File: src/rtl/audio_pkg.sv
// Shared audio types: sample width, slot width, channel and run-state encodings.
package audio_pkg;

    localparam int DATA_W = 24;
    localparam int SLOT_W = 32;

    typedef logic [DATA_W-1:0] sample_t;

    // lrck encoding: 0 selects the left channel, 1 the right channel.
    typedef enum logic {
        CH_LEFT  = 1'b0,
        CH_RIGHT = 1'b1
    } chan_e;

    typedef enum logic {
        RUN_IDLE   = 1'b0,
        RUN_ACTIVE = 1'b1
    } run_e;

endpackage

File: src/rtl/i2s_bclk_gen.sv
// Bit-clock divider and run gating. Produces bclk and a one-cycle tick on the
// clk cycle that ends with a bclk falling edge. Stops only at a frame boundary.
module i2s_bclk_gen
    import audio_pkg::*;
#(
    parameter int CLK_DIV = 4
) (
    input  logic clk,
    input  logic reset,
    input  logic enable,
    input  logic frame_end,
    output logic bclk,
    output logic tick_fall,
    output logic stop
);

    localparam int DW = (CLK_DIV > 1) ? $clog2(CLK_DIV) : 1;
    localparam logic [DW-1:0] DIV_MAX = DW'(CLK_DIV - 1);

    run_e          state_q, state_d;
    logic [DW-1:0] div_cnt_q, div_cnt_d;
    logic          bclk_q, bclk_d;
    logic          run_en, at_top;

    // An idle block with enable=1 starts counting in the same cycle it goes
    // active, so the first bclk rise lands exactly CLK_DIV cycles after start.
    assign run_en    = (state_q == RUN_ACTIVE) || enable;
    assign at_top    = (div_cnt_q == DIV_MAX);
    assign tick_fall = run_en && at_top && bclk_q;
    assign stop      = tick_fall && frame_end && !enable;
    assign bclk      = bclk_q;

    // Next-state: divider advance, bclk toggle, idle/active transitions.
    always_comb begin
        state_d   = state_q;
        div_cnt_d = div_cnt_q;
        bclk_d    = bclk_q;
        if (run_en) begin
            state_d = RUN_ACTIVE;
            if (at_top) begin
                div_cnt_d = '0;
                bclk_d    = ~bclk_q;
            end else begin
                div_cnt_d = div_cnt_q + 1'b1;
            end
            if (stop) begin
                state_d = RUN_IDLE;
            end
        end
    end

    // State registers with synchronous active-low reset.
    always_ff @(posedge clk) begin
        if (!reset) begin
            state_q   <= RUN_IDLE;
            div_cnt_q <= '0;
            bclk_q    <= 1'b0;
        end else begin
            state_q   <= state_d;
            div_cnt_q <= div_cnt_d;
            bclk_q    <= bclk_d;
        end
    end

endmodule

File: src/rtl/i2s_tx_reader.sv
// Drains the playback FIFO into an I2S stream: one pop per channel slot,
// left-justified with the one-bit I2S delay, muted pairs on left underrun.
module i2s_tx_reader
    import audio_pkg::*;
#(
    parameter int DATA    = DATA_W,
    parameter int SLOT    = SLOT_W,
    parameter int CLK_DIV = 4
) (
    input  logic            clk,
    input  logic            reset,
    input  logic            enable,
    input  logic [DATA-1:0] fifo_rdata,
    input  logic            fifo_empty,
    output logic            fifo_read,
    output logic            bclk,
    output logic            lrck,
    output logic            dout,
    output logic            underrun
);

    localparam int BW = $clog2(SLOT);
    localparam logic [BW-1:0] BIT_LAST = BW'(SLOT - 1);

    chan_e           lrck_q, lrck_d;
    logic [BW-1:0]   bit_cnt_q, bit_cnt_d;
    logic [SLOT-1:0] shifter_q, shifter_d, load_word;
    logic            mute_q, mute_d;
    logic            underrun_q, underrun_d;
    logic            tick_fall, stop, frame_end, slot_start, enter_left;

    assign frame_end = (bit_cnt_q == BIT_LAST) && (lrck_q == CH_RIGHT);

    i2s_bclk_gen #(.CLK_DIV(CLK_DIV)) u_bclk (
        .clk       (clk),
        .reset     (reset),
        .enable    (enable),
        .frame_end (frame_end),
        .bclk      (bclk),
        .tick_fall (tick_fall),
        .stop      (stop)
    );

    // A stopping frame boundary is not a slot start: lrck stays right, no pop.
    assign slot_start = tick_fall && (bit_cnt_q == BIT_LAST) && !stop;
    assign enter_left = (lrck_q == CH_RIGHT);
    // A muted left slot also mutes its right partner so L/R pairing survives.
    assign fifo_read  = reset && slot_start && !fifo_empty && (enter_left || !mute_q);
    // Slot word: leading 0 bit, sample MSB-first, zero padding to SLOT bits.
    assign load_word  = SLOT'(fifo_rdata) << (SLOT - 1 - DATA);

    assign lrck     = lrck_q;
    assign dout     = shifter_q[SLOT-1];
    assign underrun = underrun_q;

    // Slot sequencing, fetch decision and serial shift.
    always_comb begin
        lrck_d     = lrck_q;
        bit_cnt_d  = bit_cnt_q;
        shifter_d  = shifter_q;
        mute_d     = mute_q;
        underrun_d = 1'b0;
        if (stop) begin
            shifter_d = '0;
        end else if (slot_start) begin
            lrck_d    = enter_left ? CH_LEFT : CH_RIGHT;
            bit_cnt_d = '0;
            shifter_d = fifo_read ? load_word : '0;
            if (enter_left) begin
                mute_d     = fifo_empty;
                underrun_d = fifo_empty;
            end
        end else if (tick_fall) begin
            bit_cnt_d = bit_cnt_q + 1'b1;
            shifter_d = {shifter_q[SLOT-2:0], 1'b0};
        end
    end

    // Slot registers with synchronous active-low reset.
    always_ff @(posedge clk) begin
        if (!reset) begin
            lrck_q     <= CH_RIGHT;
            bit_cnt_q  <= BIT_LAST;
            shifter_q  <= '0;
            mute_q     <= 1'b0;
            underrun_q <= 1'b0;
        end else begin
            lrck_q     <= lrck_d;
            bit_cnt_q  <= bit_cnt_d;
            shifter_q  <= shifter_d;
            mute_q     <= mute_d;
            underrun_q <= underrun_d;
        end
    end

endmodule
File: config.mk
export PLATFORM = sky130hd
export DESIGN_NAME = i2s_tx_reader
export DESIGN_NICKNAME = d
export VERILOG_FILES = /design/src/rtl/audio_pkg.sv /design/src/rtl/i2s_bclk_gen.sv /design/src/rtl/i2s_tx_reader.sv
export SDC_FILE = /design/constraint.sdc
export NUM_CORES = 1
export LEC_CHECK = 0
export CORE_UTILIZATION = 45
export CTS_CLUSTER_DIAMETER = 50
export DETAILED_ROUTE_END_ITERATION = 12
export DONT_BUFFER_PORTS = 1
export GPL_ROUTABILITY_DRIVEN = 0
export GPL_TIMING_DRIVEN = 0
export REMOVE_ABC_BUFFERS = 1
export SLEW_MARGIN = 20
export SYNTH_ARGS = -nofsm -noshare
export SYNTH_HDL_FRONTEND = slang
export SYNTH_SLANG_ARGS = --single-unit
File: constraint.sdc
create_clock -name clk -period 2.4 [get_ports clk]
set_clock_uncertainty 0.2 [all_clocks]
set_input_delay 0.48 -clock clk [delete_from_list [all_inputs] [get_ports clk]]
set_output_delay 0.48 -clock clk [all_outputs]
set_load 0.02 [all_outputs]
# Word level (Yosys, flattened, before mapping)

Cells that the tools add are included.

Register bits after elaboration: 44
Input bits: 28
Output and inout bits: 5
Word-level logic and storage cells: 48

Add/sub/neg operators: 2
Equality and inequality tests: 2
Multiplexer cells: 8
Bitwise logic cells: 5
Reductions and logical operators: 23

Operator list:

| operator              | count |
|---|---|
| $mux W32              | 2 |
| $mux W31              | 1 |
| $logic_and A1 B1 Y1   | 10 |
| $mux W5               | 2 |
| $reduce_and A2 Y1     | 3 |
| $add A5 B1 Y5 const B | 1 |
| $eq A5 B5 Y1 const B  | 1 |
| $not A1 Y1            | 5 |
| $logic_not A1 Y1      | 4 |
| $reduce_or A4 Y1      | 1 |
| $reduce_and A3 Y1     | 1 |
| $add A2 B1 Y2 const B | 1 |
| $eq A2 B2 Y1 const B  | 1 |
| $logic_or A1 B1 Y1    | 2 |
| $mux W1               | 2 |
| $mux W2               | 1 |
| $reduce_bool A2 Y1    | 1 |
| $reduce_or A2 Y1      | 1 |

# Logic depth before layout (Yosys ltp)

Gate-level depths: netlist of the first run.

Depth after elaboration: 12
Mapped depth: 8
Gate-level depth less buffers: 7

# Modules after synthesis

From an unflattened synthesis of the first run, not the netlist that was laid out.

Cells, all modules: 205
Area, all modules: 1864.3 um2

Modules (own cells, without submodules):

| module        | times used | cells an instance | area each (um2) | seq. area each (um2) |
|---|---|---|---|---|
| i2s_tx_reader | 1          | 184               | 1680.4          | 660.6 |
| i2s_bclk_gen  | 1          | 21                | 183.9           | 80.1 |

# Least setup slack after synthesis of the first run

No wires, ideal clock.

Path type: register -> output
From: register bit_cnt_q[0]
To: output fifo_read
Arrival time: 1612 ps
Required time: 1720 ps
Slack: 108 ps
Stages on the path, launching flop included: 8
Buffers on the path: 2
Path through: dfxtp_1 > ha_1 > and3_1 > ha_1 > o2111a_1 > buf_6 > buf_6 > and2_1

Longest elaborated chain between the ends: 9
Elaborated cells on any way between the ends: 10
Those cells by class: eq/ne: 1; reduce/logical: 9

RTL lines:

| element                               | line                                     | source |
|---|---|---|
| start, declared                       | i2s_tx_reader.sv:26                      | `logic [BW-1:0] bit_cnt_q, bit_cnt_d;` |
| start signal, assigned                | i2s_tx_reader.sv:89                      | `bit_cnt_q <= bit_cnt_d;` |
| $eq A5 B5 Y1 (*)                      | i2s_tx_reader.sv:32, i2s_tx_reader.sv:45 |  |
| $logic_and A1 B1 Y1                   | i2s_tx_reader.sv:32                      | `assign frame_end = (bit_cnt_q == BIT_LAST) && (lrck_q == CH_RIGHT);` |
| $logic_and A1 B1 Y1 (2 in series)     | i2s_bclk_gen.sv:30                       | `assign stop = tick_fall && frame_end && !enable;` |
| $logic_not A1 Y1                      | i2s_tx_reader.sv:45                      | `assign slot_start = tick_fall && (bit_cnt_q == BIT_LAST) && !stop;` |
| $logic_and A1 B1 Y1 (*)               | i2s_tx_reader.sv:45                      |  |
| $logic_and A1 B1 Y1 (*) (3 in series) | i2s_tx_reader.sv:48                      | `assign fifo_read = reset && slot_start && !fifo_empty && (enter_left \|\| !mute_q);` |
| end, declared                         | i2s_tx_reader.sv:15                      | `output logic fifo_read,` |

Every way passes the cells marked *; elsewhere a longest branch is shown, timed or not.

# Worst setup path after layout of the first run

From: register bit_cnt_q[1]
To: output fifo_read

The elaborated chain is that of the path after synthesis.

==> reports/summary.txt, run 1 <==
Clk buf depth: 2
First-pass GRT wire length: 7200 microns
Mux cell area share after synthesis: 0.00562
Largest net degree at the start of global routing: 28
Post-synthesis to final-layout area growth: 8.71%
WP data required: 1.72 ns
Die area: 0.00421 sq mm
Static Leak: 0.684 nW
Peak supply drop: 0.290 mV
I/O Buffers: 0
Sequential area share after synthesis: 0.416
Synth Area in XOR/XNOR: 0.00984
GR Util met3: 0.0739
CTS buffer count: 5
Avg Synthesized Cell Area: 8.95 sq um
Syn. warnings: 0
Crit-path cells: ha_2, and3_1, ha_4, o2111a_2, and2_4
Hold WC Path Type: primary input to flip-flop
Row count: 22
Crit-path max cell delay: 0.36 ns
Setup TNS: 0 ns
CTS tree: done
Post-synth EDFFs: 0
Nets: 225
Fmax achieved: 431 MHz
TritonCTS Sinks: 37
Post-synthesis compound-gate area fraction: 0.143
Worst-path fanout max: 6
# DRC: 0
Post-DP Area: 0.00174 sq mm
Netlist cell types: 35
Final min period: 2.32 ns
Worst setup EP type: primary output
Clock latency of the later-clocked register in the worst-skew pair: 0.29 ns
Adder-cell share of the synthesized area: 0.0211
Root Buffer Master: clkbuf_8
Largest area contributor in the netlist: dfxtp_1
Number of DRC markers in iteration 0: 118
GR Layer Usage met2: 0.379
Filler Cell Count: 342
Die height: 64.9 microns
Top post-synthesis cells by area: dfxtp_1 (42%), nor4_2 (11%), a21oi_1 (7.0%)
Largest family of logic cells by synthesized area: simple AND/OR/NAND/NOR gates
Drt total wl: 4410 microns
Core Region: 0.00372 sq mm
Startpoint types: flip-flop
Setup WS pre-CTS: -0.614 ns
WP data arrival: 1.64 ns
IO Pins: 33
Final period util: 0.966
Yosys top cell area share: 0.416
CP Class: flip-flop to primary output
HPWL after DPL: 2310 microns
Horiz. Die Dim: 64.9 microns
Pwr Total: 1.10 mW
Post-Syn Area: 0.00178 sq mm
Setup Viol. Count Final: 0
FFs w/ async S/R, synth: 0
Number of max-cap violations: 0
DRT antenna net count: 0
Post-synthesis simple-gate area fraction: 0.341
Crit-path slowest cell: dfxtp_1
FF/Latch Area: 742 sq um
Final slew viol count: 0
Reg clk slew, reported paths: 0.07 ns
Antenna cell count: 0
Outcome: finished clean
CP bufs+invs: 0
Layout Utilization: 0.521
Relative slew slack: 0.471
GRT overflow: 0
Starting Density: 0.479
Most frequent cell after synthesis: dfxtp_1
Synth Register Bits: 37
Vias/cell: 6.24
Final hold vios: 0
Synth Flop Type: dfxtp_1
Vias in the first global route: 1,444
GRT Util Overall: 0.231
RSZ-0062 raised after global routing: false
Cell family with most CP delay: adder cells
Post-synth top cells: dfxtp_1 (37), nor2_1 (28), a21oi_1 (25), nor3_1 (25), nor4_2 (16)
Met1 Track Usage GR: 0.271
Measured slew at the worst slew-check pin: 0.789 ns
DR vias: 1,516
Post-route cell area: 0.00194 sq mm
Drt first pass iters: 4
Post-route setup slack: 0.0817 ns
Routed WL per cell: 18.2 microns
GRT Max-Usage Layer: met2
P per Cell Area: 567 mW/mm^2
Share of cells above drive strength 1: 0.205
CTS H-tree depth: 2
Area of the multi-input gates: 0.00103 sq mm
Initial antenna violation count: 0
Mapped Cells: 199
-- kinds of logic (layout without fill, tap and decap cells) --
group / count (synthesis) / count (layout)
adders and majority gates: 3 / 3
and+or+nand+nor: 97 / 98
muxes: 1 / 1
xor gates and xnor gates: 2 / 2
buffers and inverters: 18 / 11
DFF: 37 / 37
AOI/OAI and AO/OA: 41 / 43
-- flip-flops by register name (all words and copies together) (netlist names) --
name,flops
u_bclk.state_q,1
u_bclk.bclk,1
lrck,1
shifter_q,25
u_bclk.div_cnt_q,2
bit_cnt_q,5
underrun,1
mute_q,1
-- worst paths after layout --
kind / endpoint / start / cells past startpoint / slack [ns]
worst max-delay path: fifo_read / bit_cnt_q[1]$_SDFFE_PN1P_ / 5 / 0.08
worst max register to register: shifter_q[14]$_SDFFE_PP0P_ / bit_cnt_q[1]$_SDFFE_PN1P_ / 6 / 0.17
worst min register to register: mute_q$_SDFFE_PN0P_ / mute_q$_SDFFE_PN0P_ / 2 / 0.25
worst min-delay path: bit_cnt_q[4]$_SDFFE_PN1P_ / reset / 1 / 0.06
-- timing repair --
action,4_1_cts,5_1_grt
setup buffers,3,0
endpoints found under the setup margin,28,31
hold buffers,0,0
gates resized for setup,5,8
gates cloned,3,0
pin swaps,3,0
-- layer usage --
layer | vias to the layer above | wire, microns | share of wire
met3 | 8 | 261 | 0.059
met4 | 0 | 74 | 0.017
met1 | 727 | 2010 | 0.45
met5 | - | 0 | 0
met2 | 58 | 2070 | 0.47
li1 | 723 | - | -
-- final cells by class --
class,count,share of cell area
multi-input combinational,147,0.531
sequential,37,0.383
clock buffer,6,0.0375
tap,48,0.0310
timing repair buffer,3,0.0116
clock inverter,2,0.00517
-- cell usage in the layout, fill, tap and decap left out, drive strengths merged --
cell	n
a21boi	1
a21oi	25
a22oi	2
a32oi	1
and2	2
and3	3
and4	1
buf	3
clkbuf	6
clkinv	2
dfxtp	37
ha	3
mux2i	1
nand2	6
nand3	3
nand3b	2
nor2	28
nor2b	3
nor3	25
nor3b	2
nor4	23
o2111a	2
o2111ai	1
o211a	1
o211ai	1
o21ai	7
o21bai	1
o311ai	1
xnor2	1
xor2	1
-- power breakdown --
group	switching, mW	internal [mW]
Sequential	0.00837	0.619
Clock	0.223	0.201
Combinational	0.0302	0.0157
Total	0.262	0.836
-- per-stage QoR --
stage / hold WS (ns) / instances
2_1_floorplan: 0.227 / 181
3_3_place_gp: 0.234 / 229
3_5_place_dp: 0.240 / 229
4_1_cts: 0.0488 / 243
5_1_grt: 0.0451 / 243
6_report: 0.0561 / 243
(Power assumes the default switching activity.)
==> run 2: changes to the inputs <==
--- a/config.mk
+++ b/config.mk
@@ -5,10 +5,11 @@
 export SDC_FILE = /design/constraint.sdc
 export NUM_CORES = 1
 export LEC_CHECK = 0
-export CORE_UTILIZATION = 45
+export BUFFER_PORTS_ARGS = -buffer_cell sky130_fd_sc_hd__buf_2
+export CORE_MARGIN = 3
+export CORE_UTILIZATION = 42
 export CTS_CLUSTER_DIAMETER = 50
 export DETAILED_ROUTE_END_ITERATION = 12
-export DONT_BUFFER_PORTS = 1
 export GPL_ROUTABILITY_DRIVEN = 0
 export GPL_TIMING_DRIVEN = 0
 export REMOVE_ABC_BUFFERS = 1
==> run 2 against run 1 <==
  * Largest power group unchanged
  * Hold slack better by 0.19 ns
  * Final cell count is 16% higher
  * Die area up 20%
==> reports/summary.txt, run 2 (same netlist as run 1, synthesis figures left out) <==
WP data required: 1.72 ns
Number of max-cap violations: 0
Hold-fix buffers, CTS: 0
Filler Cell Count: 386
First-pass GRT wire length: 7090 microns
Worst Setup SP: bit_cnt_q[0]$_SDFFE_PN1P_
CTS buffer count: 5
Reg clk slew, reported paths: 0.08 ns
Initial antenna violation count: 0
Antenna cell count: 0
TritonCTS Sinks: 37
DR vias: 1,565
Nets: 261
P per Cell Area: 553 mW/mm^2
Post-route setup slack: 0.0611 ns
Die area: 0.00506 sq mm
DRT antenna net count: 0
Worst-path fanout max: 6
Most frequent cells in the layout: dfxtp_1 (35), buf_2 (31), nor2_1 (28)
Reg-to-Reg End: shifter_q[26]$_SDFFE_PP0P_
Outcome: finished clean
Fin Hold WS: 0.247 ns
Flip-flop count of the largest register after layout: 25
Largest Register: shifter_q
Measured slew at the worst slew-check pin: 1.05 ns
Final min period: 2.34 ns
Worst setup EP type: primary output
Horiz. Die Dim: 71.1 microns
Pwr Total: 1.19 mW
Vias in the first global route: 1,411
CTS H-tree depth: 2
Final slew viol count: 0
Starting Density: 0.439
Hold path start: mute_q$_SDFFE_PN0P_
CTS tree: done
RSZ-0062 raised after global routing: false
Peak supply drop: 0.318 mV
Root Buffer Master: clkbuf_8
FF/Latch Area: 743 sq um
Area of the multi-input gates: 0.00102 sq mm
IO Pins: 33
Die height: 71.1 microns
Setup WS pre-CTS: -0.624 ns
Row count: 23
Startpoint types: flip-flop
Core Region: 0.00406 sq mm
R2R depth: 6
Routed WL per cell: 15.7 microns
Relative slew slack: 0.300
# DRC: 0
Vias/cell: 5.57
R2R setup slack: 0.17 ns
HPWL after DPL: 2250 microns
GRT Util Overall: 0.176
Share of cells above drive strength 1: 0.333
I/O Buffers: 32
CP Class: flip-flop to primary output
Clk buf depth: 2
WP data arrival: 1.66 ns
Number of DRC markers in iteration 0: 110
Setup TNS: 0 ns
Commonest non-fill, non-tap cell in the layout: dfxtp_1
Worst r2r src: bit_cnt_q[0]$_SDFFE_PN1P_
Final hold vios: 0
Hold WC Path Type: flip-flop to flip-flop
Clock latency of the later-clocked register in the worst-skew pair: 0.29 ns
Largest net degree at the start of global routing: 28
Drt total wl: 4420 microns
Post-synthesis to final-layout area growth: 20.4%
Layout Utilization: 0.529
Final period util: 0.975
GRT overflow: 0
Static Leak: 0.849 nW
Drt first pass iters: 4
Worst setup endpoint: fifo_read
Top Registers: shifter_q x25, bit_cnt_q x5, u_bclk.div_cnt_q x2
Setup Viol. Count Final: 0
Fmax achieved: 428 MHz
run 2: power by group:
part	switching [mW]	total (mW)	leakage (nW)	internal, mW
Combinational	0.0444	0.0744	0.497	0.0299
Sequential	0.00736	0.627	0.298	0.619
Clock	0.224	0.484	0.0542	0.260
run 2: worst min path at each step:
| stage | slack (ns) | end | depth (start not counted) |
|---|---|---|---|
| after CTS | 0.25 | mute_q$_SDFFE_PN0P_ | 2 |
| after global placement | 0.24 | mute_q$_SDFFE_PN0P_ | 2 |
| after detailed placement | 0.24 | mute_q$_SDFFE_PN0P_ | 2 |
| final | 0.25 | mute_q$_SDFFE_PN0P_ | 2 |
| after global routing | 0.28 | mute_q$_SDFFE_PN0P_ | 2 |
| after floorplan | 0.23 | mute_q$_SDFFE_PN0P_ | 2 |
run 2: what timing repair did:
item / in CTS / in global routing
endpoints found under the setup margin: 28 / 27
setup buffers: 2 / 5
resized for setup: 9 / 3
cloned: 3 / 0
pin swaps: 2 / 0
run 2: critical path, stage by stage (launching register included):
cell and delay [ns]:
dfxtp_2 0.37, ha_4 0.15, and3_4 0.19, ha_4 0.16, o2111a_2 0.23, and2_1 0.13, buf_4 0.13
run 2: routing by layer:
| metal | share of wire | track usage | vias to the layer above |
|---|---|---|---|
| met5 | 0 | 0 | - |
| met4 | 0.0068 | 0.0438 | 0 |
| met3 | 0.039 | 0.0412 | 5 |
| met2 | 0.45 | 0.275 | 29 |
| met1 | 0.50 | 0.246 | 736 |
| li1 | - | - | 795 |
run 2: per-stage QoR:
step           cell area, sq um  instances
3_5_place_dp               1910        263
6_report                   2140        281
3_3_place_gp               1890        263
5_1_grt                    2140        281
2_1_floorplan              1670        181
4_1_cts                    2080        276
run 2: cell type report:
class | instances | share of cell area
repair buffers | 39 | 0.100
flip-flops and latches | 37 | 0.347
clock inverters | 1 | 0.00233
well taps | 50 | 0.0292
multi-input cells | 147 | 0.477
clock buffers | 7 | 0.0449
